File: config.mk
export PLATFORM = sky130hd
export DESIGN_NAME = ir_prefetch_queue_flat
export DESIGN_NICKNAME = d
export VERILOG_FILES = /design/src/rtl/ir_prefetch_queue_pkg.sv /design/src/rtl/ir_prefetch_queue_if.sv /design/src/rtl/ir_prefetch_queue_fifo.sv /design/src/rtl/ir_prefetch_queue.sv /design/src/flat_wrapper.sv
export SDC_FILE = /design/constraint.sdc
export NUM_CORES = 1
export LEC_CHECK = 0
export ABC_CLOCK_PERIOD_IN_PS = 6200
export CAP_MARGIN = 20
export CORE_MARGIN = 4
export CORE_UTILIZATION = 35
export DETAILED_ROUTE_END_ITERATION = 16
export SKIP_CTS_REPAIR_TIMING = 1
export SYNTH_ARGS = -nofsm -noshare
export SYNTH_HDL_FRONTEND = slang
export SYNTH_SLANG_ARGS = --single-unit
File: constraint.sdc
create_clock -name clk_i -period 6.2 [get_ports clk_i]
set_input_delay 1.55 -clock clk_i [delete_from_list [all_inputs] [get_ports clk_i]]
set_output_delay 1.55 -clock clk_i [all_outputs]
set_load 0.05 [all_outputs]
File: src/rtl/ir_prefetch_queue_pkg.sv
// ir_pkg: instruction field positions, the decoded-field struct and the
// decode function shared by the prefetch queue and the execute stage.
package ir_pkg;

  localparam int INST_W = 18;
  localparam int OP_W   = 7;
  localparam int REG_W  = 3;
  localparam int IMM_W  = 8;
  localparam int ADDR_W = 12;
  localparam int CNT_W  = 3;

  // Opcode sits in the top OP_W bits; rd overlaps the low opcode bits,
  // rs and rs2 follow directly below it.
  localparam int OP_LSB  = INST_W - OP_W;
  localparam int RD_LSB  = OP_LSB;
  localparam int RS_LSB  = RD_LSB - REG_W;
  localparam int RS2_LSB = RS_LSB - REG_W;

  typedef struct packed {
    logic [OP_W-1:0]   op;
    logic [INST_W-1:0] func;
    logic [ADDR_W-1:0] addr;
    logic [IMM_W-1:0]  disp;
    logic [IMM_W-1:0]  offset;
    logic [REG_W-1:0]  rd;
    logic [REG_W-1:0]  rs;
    logic [REG_W-1:0]  rs2;
    logic [IMM_W-1:0]  immed;
    logic [CNT_W-1:0]  count;
  } dec_t;

  // Split a raw instruction into every field view; execute picks the ones
  // its opcode needs.
  function automatic dec_t decode(input logic [INST_W-1:0] inst);
    dec_t d;
    d.op     = inst[INST_W-1 -: OP_W];
    d.func   = inst;
    d.addr   = inst[ADDR_W-1:0];
    d.disp   = inst[IMM_W-1:0];
    d.offset = inst[IMM_W-1:0];
    d.rd     = inst[RD_LSB +: REG_W];
    d.rs     = inst[RS_LSB +: REG_W];
    d.rs2    = inst[RS2_LSB +: REG_W];
    d.immed  = inst[IMM_W-1:0];
    d.count  = inst[CNT_W-1:0];
    return d;
  endfunction

endpackage

File: src/rtl/ir_prefetch_queue_if.sv
// Fetch-side and execute-side handshake bundle of the prefetch queue.
//
// Handshake rule (both sides): a transfer happens at a rising edge where
// valid and ready are both 1. A producer holding valid=1 keeps its data
// stable until the transfer; ready may depend on state only, never on the
// same-cycle valid.
interface ir_prefetch_queue_if
  import ir_pkg::*;
#(
  parameter int DEPTH = 4
) ();

  logic                         in_valid_i;
  logic                         in_ready_o;
  logic [INST_W-1:0]            inst_i;
  logic                         out_valid_o;
  logic                         out_ready_i;
  dec_t                         dec_o;
  logic [$clog2(DEPTH+1)-1:0]   level_o;

  // Fetch + execute side driving the queue.
  modport master (
    output in_valid_i, inst_i, out_ready_i,
    input  in_ready_o, out_valid_o, dec_o, level_o
  );

  // The queue itself.
  modport slave (
    input  in_valid_i, inst_i, out_ready_i,
    output in_ready_o, out_valid_o, dec_o, level_o
  );

endinterface

File: src/rtl/ir_prefetch_queue_fifo.sv
// ir_fifo: DEPTH x W storage with wrap-bit pointers. Full and empty are
// told apart by the extra pointer MSB; level is the pointer difference.
module ir_fifo #(
  parameter int W     = 18,
  parameter int DEPTH = 4,
  parameter int LW    = $clog2(DEPTH+1)
) (
  input  logic          clk,
  input  logic          rst_n,
  input  logic          flush,
  input  logic          push,
  input  logic          pop,
  input  logic [W-1:0]  din,
  output logic [W-1:0]  head,
  output logic [LW-1:0] level,
  output logic          full,
  output logic          empty
);

  localparam int AW = $clog2(DEPTH);

  logic [W-1:0] mem [DEPTH];
  logic [AW:0]  wr_ptr;
  logic [AW:0]  rd_ptr;
  logic         do_push;
  logic         do_pop;

  assign empty   = (wr_ptr == rd_ptr);
  assign full    = (wr_ptr[AW] != rd_ptr[AW]) && (wr_ptr[AW-1:0] == rd_ptr[AW-1:0]);
  assign level   = LW'(wr_ptr - rd_ptr);
  assign head    = mem[rd_ptr[AW-1:0]];
  assign do_push = push && !full && !flush;
  assign do_pop  = pop && !empty && !flush;

  // Storage write; contents need no reset since empty gates every read.
  always_ff @(posedge clk) begin
    if (do_push) mem[wr_ptr[AW-1:0]] <= din;
  end

  // Pointer update; flush returns both pointers to zero and drops the cycle's push/pop.
  always_ff @(posedge clk or negedge rst_n) begin
    if (!rst_n) begin
      wr_ptr <= '0;
      rd_ptr <= '0;
    end else if (flush) begin
      wr_ptr <= '0;
      rd_ptr <= '0;
    end else begin
      if (do_push) wr_ptr <= wr_ptr + 1'b1;
      if (do_pop)  rd_ptr <= rd_ptr + 1'b1;
    end
  end

endmodule

File: src/rtl/ir_prefetch_queue.sv
// ir_prefetch_queue: fetch pushes raw instructions into a DEPTH-entry queue;
// the head is decoded into a registered dec_o with a valid/ready handshake
// toward execute. Field widths come from ir_pkg.
// Build option: define IR_BYPASS_EN to let a push into an empty queue load
// the output register directly (1-edge latency instead of 2).
module ir_prefetch_queue
  import ir_pkg::*;
#(
  parameter int DEPTH = 4
) (
  input  logic                 clk_i,
  input  logic                 rst_ni,
  input  logic                 flush_i,
  ir_prefetch_queue_if.slave   bus
);

  localparam int LW = $clog2(DEPTH+1);

  logic [INST_W-1:0] head;
  logic [LW-1:0]     level;
  logic              full;
  logic              empty;
  logic              load_ok;
  logic              do_push;
  logic              do_load;
  logic              do_byp;
  logic              q_push;
  logic              out_valid_q;
  dec_t              dec_q;

  ir_fifo #(
    .W     (INST_W),
    .DEPTH (DEPTH),
    .LW    (LW)
  ) u_fifo (
    .clk   (clk_i),
    .rst_n (rst_ni),
    .flush (flush_i),
    .push  (q_push),
    .pop   (do_load),
    .din   (bus.inst_i),
    .head  (head),
    .level (level),
    .full  (full),
    .empty (empty)
  );

  assign bus.in_ready_o  = !full;
  assign bus.level_o     = level;
  assign bus.out_valid_o = out_valid_q;
  assign bus.dec_o       = dec_q;

  // Transfer decisions for this cycle; flush cancels every push and pop.
  always_comb begin
    load_ok = !out_valid_q || bus.out_ready_i;
    do_push = bus.in_valid_i && !full && !flush_i;
    do_load = load_ok && !empty && !flush_i;
`ifdef IR_BYPASS_EN
    do_byp  = do_push && empty && load_ok;
`else
    do_byp  = 1'b0;
`endif
    q_push  = do_push && !do_byp;
  end

  // Output register: load from queue head (or bypass), drop valid when
  // consumed with nothing behind it, hold while execute stalls.
  always_ff @(posedge clk_i or negedge rst_ni) begin
    if (!rst_ni) begin
      out_valid_q <= 1'b0;
      dec_q       <= '0;
    end else if (flush_i) begin
      out_valid_q <= 1'b0;
    end else if (do_load) begin
      out_valid_q <= 1'b1;
      dec_q       <= decode(head);
    end else if (do_byp) begin
      out_valid_q <= 1'b1;
      dec_q       <= decode(bus.inst_i);
    end else if (load_ok) begin
      out_valid_q <= 1'b0;
    end
  end

endmodule

File: src/flat_wrapper.sv
// flat-port wrapper written by rule: the top's interface ports become plain ports
module ir_prefetch_queue_flat import ir_pkg::*;
#(
  parameter int DEPTH = 4
)
  (clk_i, rst_ni, flush_i, bus_in_valid_i, bus_inst_i, bus_out_ready_i, bus_in_ready_o, bus_out_valid_o, bus_dec_o, bus_level_o);
  ir_prefetch_queue_if #(.DEPTH(DEPTH)) bus_i ();
  input  logic clk_i;
  input  logic rst_ni;
  input  logic flush_i;
  input wire logic [$bits(bus_i.in_valid_i)-1:0] bus_in_valid_i;
  input wire logic [$bits(bus_i.inst_i)-1:0] bus_inst_i;
  input wire logic [$bits(bus_i.out_ready_i)-1:0] bus_out_ready_i;
  output wire logic [$bits(bus_i.in_ready_o)-1:0] bus_in_ready_o;
  output wire logic [$bits(bus_i.out_valid_o)-1:0] bus_out_valid_o;
  output wire logic [$bits(bus_i.dec_o)-1:0] bus_dec_o;
  output wire logic [$bits(bus_i.level_o)-1:0] bus_level_o;
  assign bus_i.in_valid_i = bus_in_valid_i;
  assign bus_i.inst_i = bus_inst_i;
  assign bus_i.out_ready_i = bus_out_ready_i;
  assign bus_in_ready_o = bus_i.in_ready_o;
  assign bus_out_valid_o = bus_i.out_valid_o;
  assign bus_dec_o = bus_i.dec_o;
  assign bus_level_o = bus_i.level_o;
  ir_prefetch_queue #(.DEPTH(DEPTH)) u_core (.clk_i(clk_i), .rst_ni(rst_ni), .flush_i(flush_i), .bus(bus_i));
endmodule
==> results of run 1 <==
state kept, by name, summed over array words and instances, names as in the netlist:
signal                  flops
u_core.u_fifo.rd_ptr        3
u_core.u_fifo.mem          72
u_core.u_fifo.wr_ptr        3
u_core.bus.out_valid_o      1
u_core.bus.dec_o           18
layer usage:
metal	track usage (%)	wire (um)
met2	18.8	3790
met5	0	0
met4	4.62	130
met3	3.27	392
met1	13.5	3180
how the worst min path moves through the flow:
stage | from | to | slack [ps] | cells after the start
after floorplan | u_core.u_fifo.wr_ptr[2] | u_core.u_fifo.wr_ptr[2] | 560 | 2
after CTS | u_core.bus.dec_o[63] | u_core.bus.dec_o[63] | 550 | 1
after global routing | u_core.bus.dec_o[63] | u_core.bus.dec_o[63] | 560 | 1
final | u_core.bus.dec_o[63] | u_core.bus.dec_o[63] | 540 | 1
after global placement | u_core.bus.dec_o[62] | u_core.bus.dec_o[62] | 520 | 1
after detailed placement | u_core.bus.dec_o[63] | u_core.bus.dec_o[63] | 530 | 1
cell usage after synthesis:
library cell	count
o31ai_1	1
a21oi_1	1
a211o_2	1
nor2_1	5
buf_4	55
buf_1	1
a311oi_4	1
xnor2_2	1
dfrtp_1	25
fa_1	1
buf_6	1
inv_1	7
a311oi_1	1
nor3b_1	1
nand2_1	5
or2_2	1
nor2b_1	3
edfxtp_1	72
mux2i_1	1
mux2_2	21
and3_1	5
o21a_1	1
clkbuf_1	4
xnor2_1	1
a31oi_1	1
o2111ai_1	1
ha_1	7
mux4_2	18
through the flow:
stage                     hold WS [ps]  setup slack (ps)  cells  area, um2  utilization [%]
after floorplan                    558              2770    243       4220                -
after global placement             523              1950    427       4970             42.8
after detailed placement           535              1920    428       4990             43.0
after CTS                          550              1530    444       5330             45.9
after global routing               559              1360    444       5330             45.9
final                              540              1580    444       5330             45.9
placed cells by master, fill, tap and decap left out, types with 2 or more instances in the layout:
cell and count:
clkdlybuf4s50_1 100, edfxtp_1 72, dfrtp_1 25, mux2_2 21, mux4_2 18, clkbuf_16 9
inv_1 7, ha_1 7, nand2_1 5, and3_1 5, nor2_1 5, nor2b_1 3
bufinv_16 3, buf_4 2
cells by family after synthesis:
family | Yosys count
buffers and inverters | 68
flip-flops | 97
AND/OR/NAND/NOR | 20
adder cells (fa/ha/maj) | 8
multiplexers | 40
XOR/XNOR | 2
AO/OA/AOI/OAI | 8
area by class of cell:
class / instances / area [um2]
multi-input combinational: 78 / 966
inverter: 7 / 26.3
sequential: 97 / 2790
clock buffer: 10 / 229
fill: 1009 / 6280
clock inverter: 6 / 115
tap: 143 / 179
timing repair buffer: 103 / 1030
==> flow_metrics.env, run 1 <==
export IMPL_setup_viol_count_final=0
export IMPL_drt_iter0_drc=62
export IMPL_slew_headroom_pct=29.5
export IMPL_synth_compound_area_share_pct=1.90
export IMPL_post_synth_cell_area_avg_um2=17.4
export IMPL_antennaDiodeCount=0
export IMPL_num_vias=2091
export IMPL_fp_dieH_um=118
export IMPL_arrival_ps=3070
export IMPL_status="finished, final reports clean"
export IMPL_numCtsBuffers=9
export IMPL_num_io_pins=101
export IMPL_r2r_start="u_core.u_fifo.rd_ptr[1]"
export IMPL_hold_viol=0
export IMPL_cts_tree="yes"
export IMPL_max_cap_violations=0
export IMPL_synthAdderAreaFrac_pct=2.55
export IMPL_ys_top_cells_by_area="edfxtp_1 51%, dfrtp_1 15%, buf_4 9.8%"
export IMPL_drtPass1Iterations=4
export IMPL_wl_um=7500
export IMPL_synth_warnings=0
export IMPL_cts_sinks=97
export IMPL_cpPeakStageDelay_ps=1040
export IMPL_synth_xor_area_share_pct=0.593
export IMPL_start_kind="flip-flop"
export IMPL_yosys_area_share_simple_pct=2.40
export IMPL_cp_endpoint="bus_in_ready_o"
export IMPL_endpoint_kind="output port"
export IMPL_htree_levels=3
export IMPL_path_class="reg -> out"
export IMPL_cp_slowest_cell="dfrtp_1"
export IMPL_tightest_slew_ps=1060
export IMPL_detail_route_wl_per_cell_um=16.9
export IMPL_r2r_end="u_core.u_fifo.mem[3][14]"
export IMPL_hold_path_class="reg -> reg"
export IMPL_cp_max_fo=22
export IMPL_core_region_area_mm2=0.0116
export IMPL_synth_top_family_by_area="multiplexers"
export IMPL_gr_usage_all_layers_pct=11.2
export IMPL_yosysUniqueCellTypes=28
export IMPL_path_cells="inv_1 -> ha_1 -> nand2_1 -> or2_2 -> clkdlybuf4s50_1"
export IMPL_r2r_slack_ps=2960
export IMPL_critical_path_depth=5
export IMPL_grt_pass1_wl_um=12100
export IMPL_grt_overflow=0
export IMPL_post_dp_hpwl_um=4910
export IMPL_crit_required_ps=4650
export IMPL_synthMuxAreaShare_pct=15.4
export IMPL_tns_ps=0
export IMPL_syn_area_mm2=0.00422
export IMPL_grt_max_degree=26
export IMPL_clock_fmax_ghz=0.217
export IMPL_synth_top_cell_area_share_pct=51.2
export IMPL_post_route_period_util_pct=74.4
export IMPL_syn_num_nets=274
export IMPL_netlist_instances=243
export IMPL_start_util_pct=36.4
export IMPL_fp_dieW_um=118
export IMPL_antenna_found_initial=0
export IMPL_gp_congestion=0.753
export IMPL_final_nets=327
export IMPL_clkTransAtPathRegs_ps=60
export IMPL_dieArea_mm2=0.0139
export IMPL_startpoint="u_core.u_fifo.rd_ptr[1]"
export IMPL_io_buffers=100
export IMPL_crit_family="flip-flops"
export IMPL_area_delta_synth_final_pct=26.3
export IMPL_ant_nets=0
export IMPL_root_buffer="clkbuf_16"
export IMPL_drv_slew=0
export IMPL_rsz0062_at_grt="no"
export IMPL_worst_path_buf_inv=2
export IMPL_routed_via_density=4.71
export IMPL_rows=39
export IMPL_seq_area_frac_synth_pct=66.0
export IMPL_route_detailed_drc=0
export IMPL_period_minus_slack_ps=4620
export IMPL_insertion_delay_ps=340
export IMPL_drive_above_1_share_pct=20.3
export IMPL_finalClockSkew_ps=6.68
export IMPL_cts_max_path_buffers=2
export IMPL_grt_pass1_vias=2188
export IMPL_ys_ff_latch=97
export IMPL_synth_top_cell_by_area="edfxtp_1"
export IMPL_worst_r2r_cell_count=5
Power of run 1 is not shown: default switching activity piles up to over one toggle a cycle in this logic, so the estimate is an artifact.
==> run 2: changes to the inputs <==
--- a/config.mk
+++ b/config.mk
@@ -5,7 +5,7 @@
 export SDC_FILE = /design/constraint.sdc
 export NUM_CORES = 1
 export LEC_CHECK = 0
-export ABC_CLOCK_PERIOD_IN_PS = 6200
+export ABC_CLOCK_PERIOD_IN_PS = 4200
 export CAP_MARGIN = 20
 export CORE_MARGIN = 4
 export CORE_UTILIZATION = 35
==> constraint.sdc (replaced) <==
create_clock -name clk_i -period 4.2 [get_ports clk_i]
set_input_delay 1.05 -clock clk_i [delete_from_list [all_inputs] [get_ports clk_i]]
set_output_delay 1.05 -clock clk_i [all_outputs]
set_load 0.05 [all_outputs]
==> run 2 against run 1 <==
Compared with the run above:
- hold slack got worse by 2.4 ps
- sequential cell count unchanged
- global-route usage about the same
- sequential share of layout area increased by 0.27 points
- worst setup slack got worse by 550 ps
- clock skew increased by 1.7 ps
- routed wire length decreased by 0.51%
- die area unchanged
- count of clock-buffer cells in the layout unchanged
==> flow_metrics.env, run 2 (synthesized netlist as in run 1, its figures left out) <==
export IMPL_slew_headroom_pct=65.9
export IMPL_tns_ps=0
export IMPL_cp_slowest_cell="clkdlybuf4s50_1"
export IMPL_r2r_start="u_core.u_fifo.rd_ptr[1]"
export IMPL_htree_levels=3
export IMPL_ant_nets=0
export IMPL_fill_cells=1036
export IMPL_drv_slew=0
export IMPL_cts_tree="yes"
export IMPL_dieArea_mm2=0.0139
export IMPL_io_buffers=100
export IMPL_use_met3_pct=4.08
export IMPL_gr_usage_all_layers_pct=11.2
export IMPL_gp_congestion=0.773
export IMPL_r2r_end="u_core.u_fifo.mem[2][4]"
export IMPL_numCtsBuffers=9
export IMPL_fp_dieW_um=118
export IMPL_multiInputGateArea_um2=966
export IMPL_clkTransAtPathRegs_ps=70
export IMPL_cpMostUsedCell="inv_1"
export IMPL_final_nets=332
export IMPL_routed_via_density=4.72
export IMPL_num_io_pins=101
export IMPL_tightest_slew_ps=510
export IMPL_hold_path_class="reg -> reg"
export IMPL_grtUsageMet1_pct=12.7
export IMPL_worstHoldPathCells=1
export IMPL_arrival_ps=2120
export IMPL_wl_um=7460
export IMPL_final_common_cell="clkdlybuf4s50_1"
export IMPL_insertion_delay_ps=340
export IMPL_area_delta_synth_final_pct=25.7
export IMPL_grt_overflow=0
export IMPL_r2r_slack_ps=1730
export IMPL_mostFrequentLayoutCells="97 x clkdlybuf4s50_1, 72 x edfxtp_1, 25 x dfrtp_1, 21 x mux2_2, 18 x mux4_2"
export IMPL_rsz0062_at_grt="no"
export IMPL_ff_latch_area_mm2=0.00279
export IMPL_hold_viol=0
export IMPL_start_kind="flip-flop"
export IMPL_grt_pass1_wl_um=12200
export IMPL_antenna_found_initial=1
export IMPL_finalClockSkew_ps=8.36
export IMPL_cpPeakStageDelay_ps=800
export IMPL_worstHoldStart="u_core.bus.dec_o[63]"
export IMPL_cts_max_path_buffers=2
export IMPL_root_buffer="clkbuf_16"
export IMPL_crit_required_ps=3150
export IMPL_cp_max_fo=6
export IMPL_clock_fmax_ghz=0.316
export IMPL_status="finished, final reports clean"
export IMPL_max_cap_violations=0
export IMPL_largest_reg_flops=72
export IMPL_post_dp_hpwl_um=5040
export IMPL_drtPass1Iterations=4
export IMPL_antennaDiodeCount=0
export IMPL_num_vias=2118
export IMPL_period_minus_slack_ps=3170
export IMPL_post_route_period_util_pct=75.5
export IMPL_route_detailed_drc=0
export IMPL_start_util_pct=36.4
export IMPL_drt_iter0_drc=86
export IMPL_detail_route_wl_per_cell_um=16.6
export IMPL_grt_max_degree=26
export IMPL_fp_dieH_um=118
export IMPL_cts_sinks=97
export IMPL_path_cells="inv_1 -> ha_1 -> inv_1 -> clkdlybuf4s50_1"
export IMPL_grt_pass1_vias=2247
export IMPL_worst_r2r_cell_count=6
export IMPL_path_class="reg -> out"
export IMPL_core_region_area_mm2=0.0116
export IMPL_drive_above_1_share_pct=22.9
export IMPL_grt_busiest_layer="met2"
export IMPL_setup_viol_count_final=0
export IMPL_hold_path_end="u_core.bus.dec_o[63]"
export IMPL_grt_use_met2_pct=19.4
export IMPL_endpoint_kind="output port"
export IMPL_rows=39
## run 2: area by class of cell
type	instances	share of cell area (%)
timing repair buffer	108	19.9
multi-input combinational	78	18.2
clock buffer	10	4.50
clock inverter	6	1.04
sequential	97	52.5
tap	143	3.37
inverter	7	0.495
## run 2: stage by stage
step	cell area, um2	cells	util [%]	worst slack (ps)	hold slack [ps]
after floorplan	4220	243	-	1270	558
after global placement	5010	433	43.2	1310	515
after detailed placement	5010	433	43.2	1260	529
after CTS	5310	449	45.7	1010	544
after global routing	5310	449	45.7	906	554
final	5310	449	45.7	1030	537
## run 2: worst max path at each step
stage,start,endpoint,slack (ps)
2_1_floorplan,u_core.u_fifo.wr_ptr[0],bus_level_o[2],1270
3_3_place_gp,flush_i,u_core.u_fifo.mem[2][6],1310
3_5_place_dp,flush_i,u_core.u_fifo.mem[2][2],1260
4_1_cts,u_core.u_fifo.wr_ptr[0],bus_level_o[0],1010
5_1_grt,u_core.u_fifo.rd_ptr[1],bus_in_ready_o,910
6_report,u_core.u_fifo.wr_ptr[0],bus_level_o[0],1030
## run 2: critical path: cells and delay by family, from the launching register on
kind                     cells  cell delay [ps]
adder cells (fa/ha/maj)      1              400
flip-flops                   1              390
buffers and inverters        3              980
## run 2: layer usage
| metal | vias to the layer above | routed length [um] |
|---|---|---|
| li1 | 970 | - |
| met1 | 1065 | 3050 |
| met2 | 69 | 3830 |
| met3 | 12 | 453 |
| met4 | 2 | 118 |
| met5 | - | 8 |
Power of run 2 is left out for the same reason.
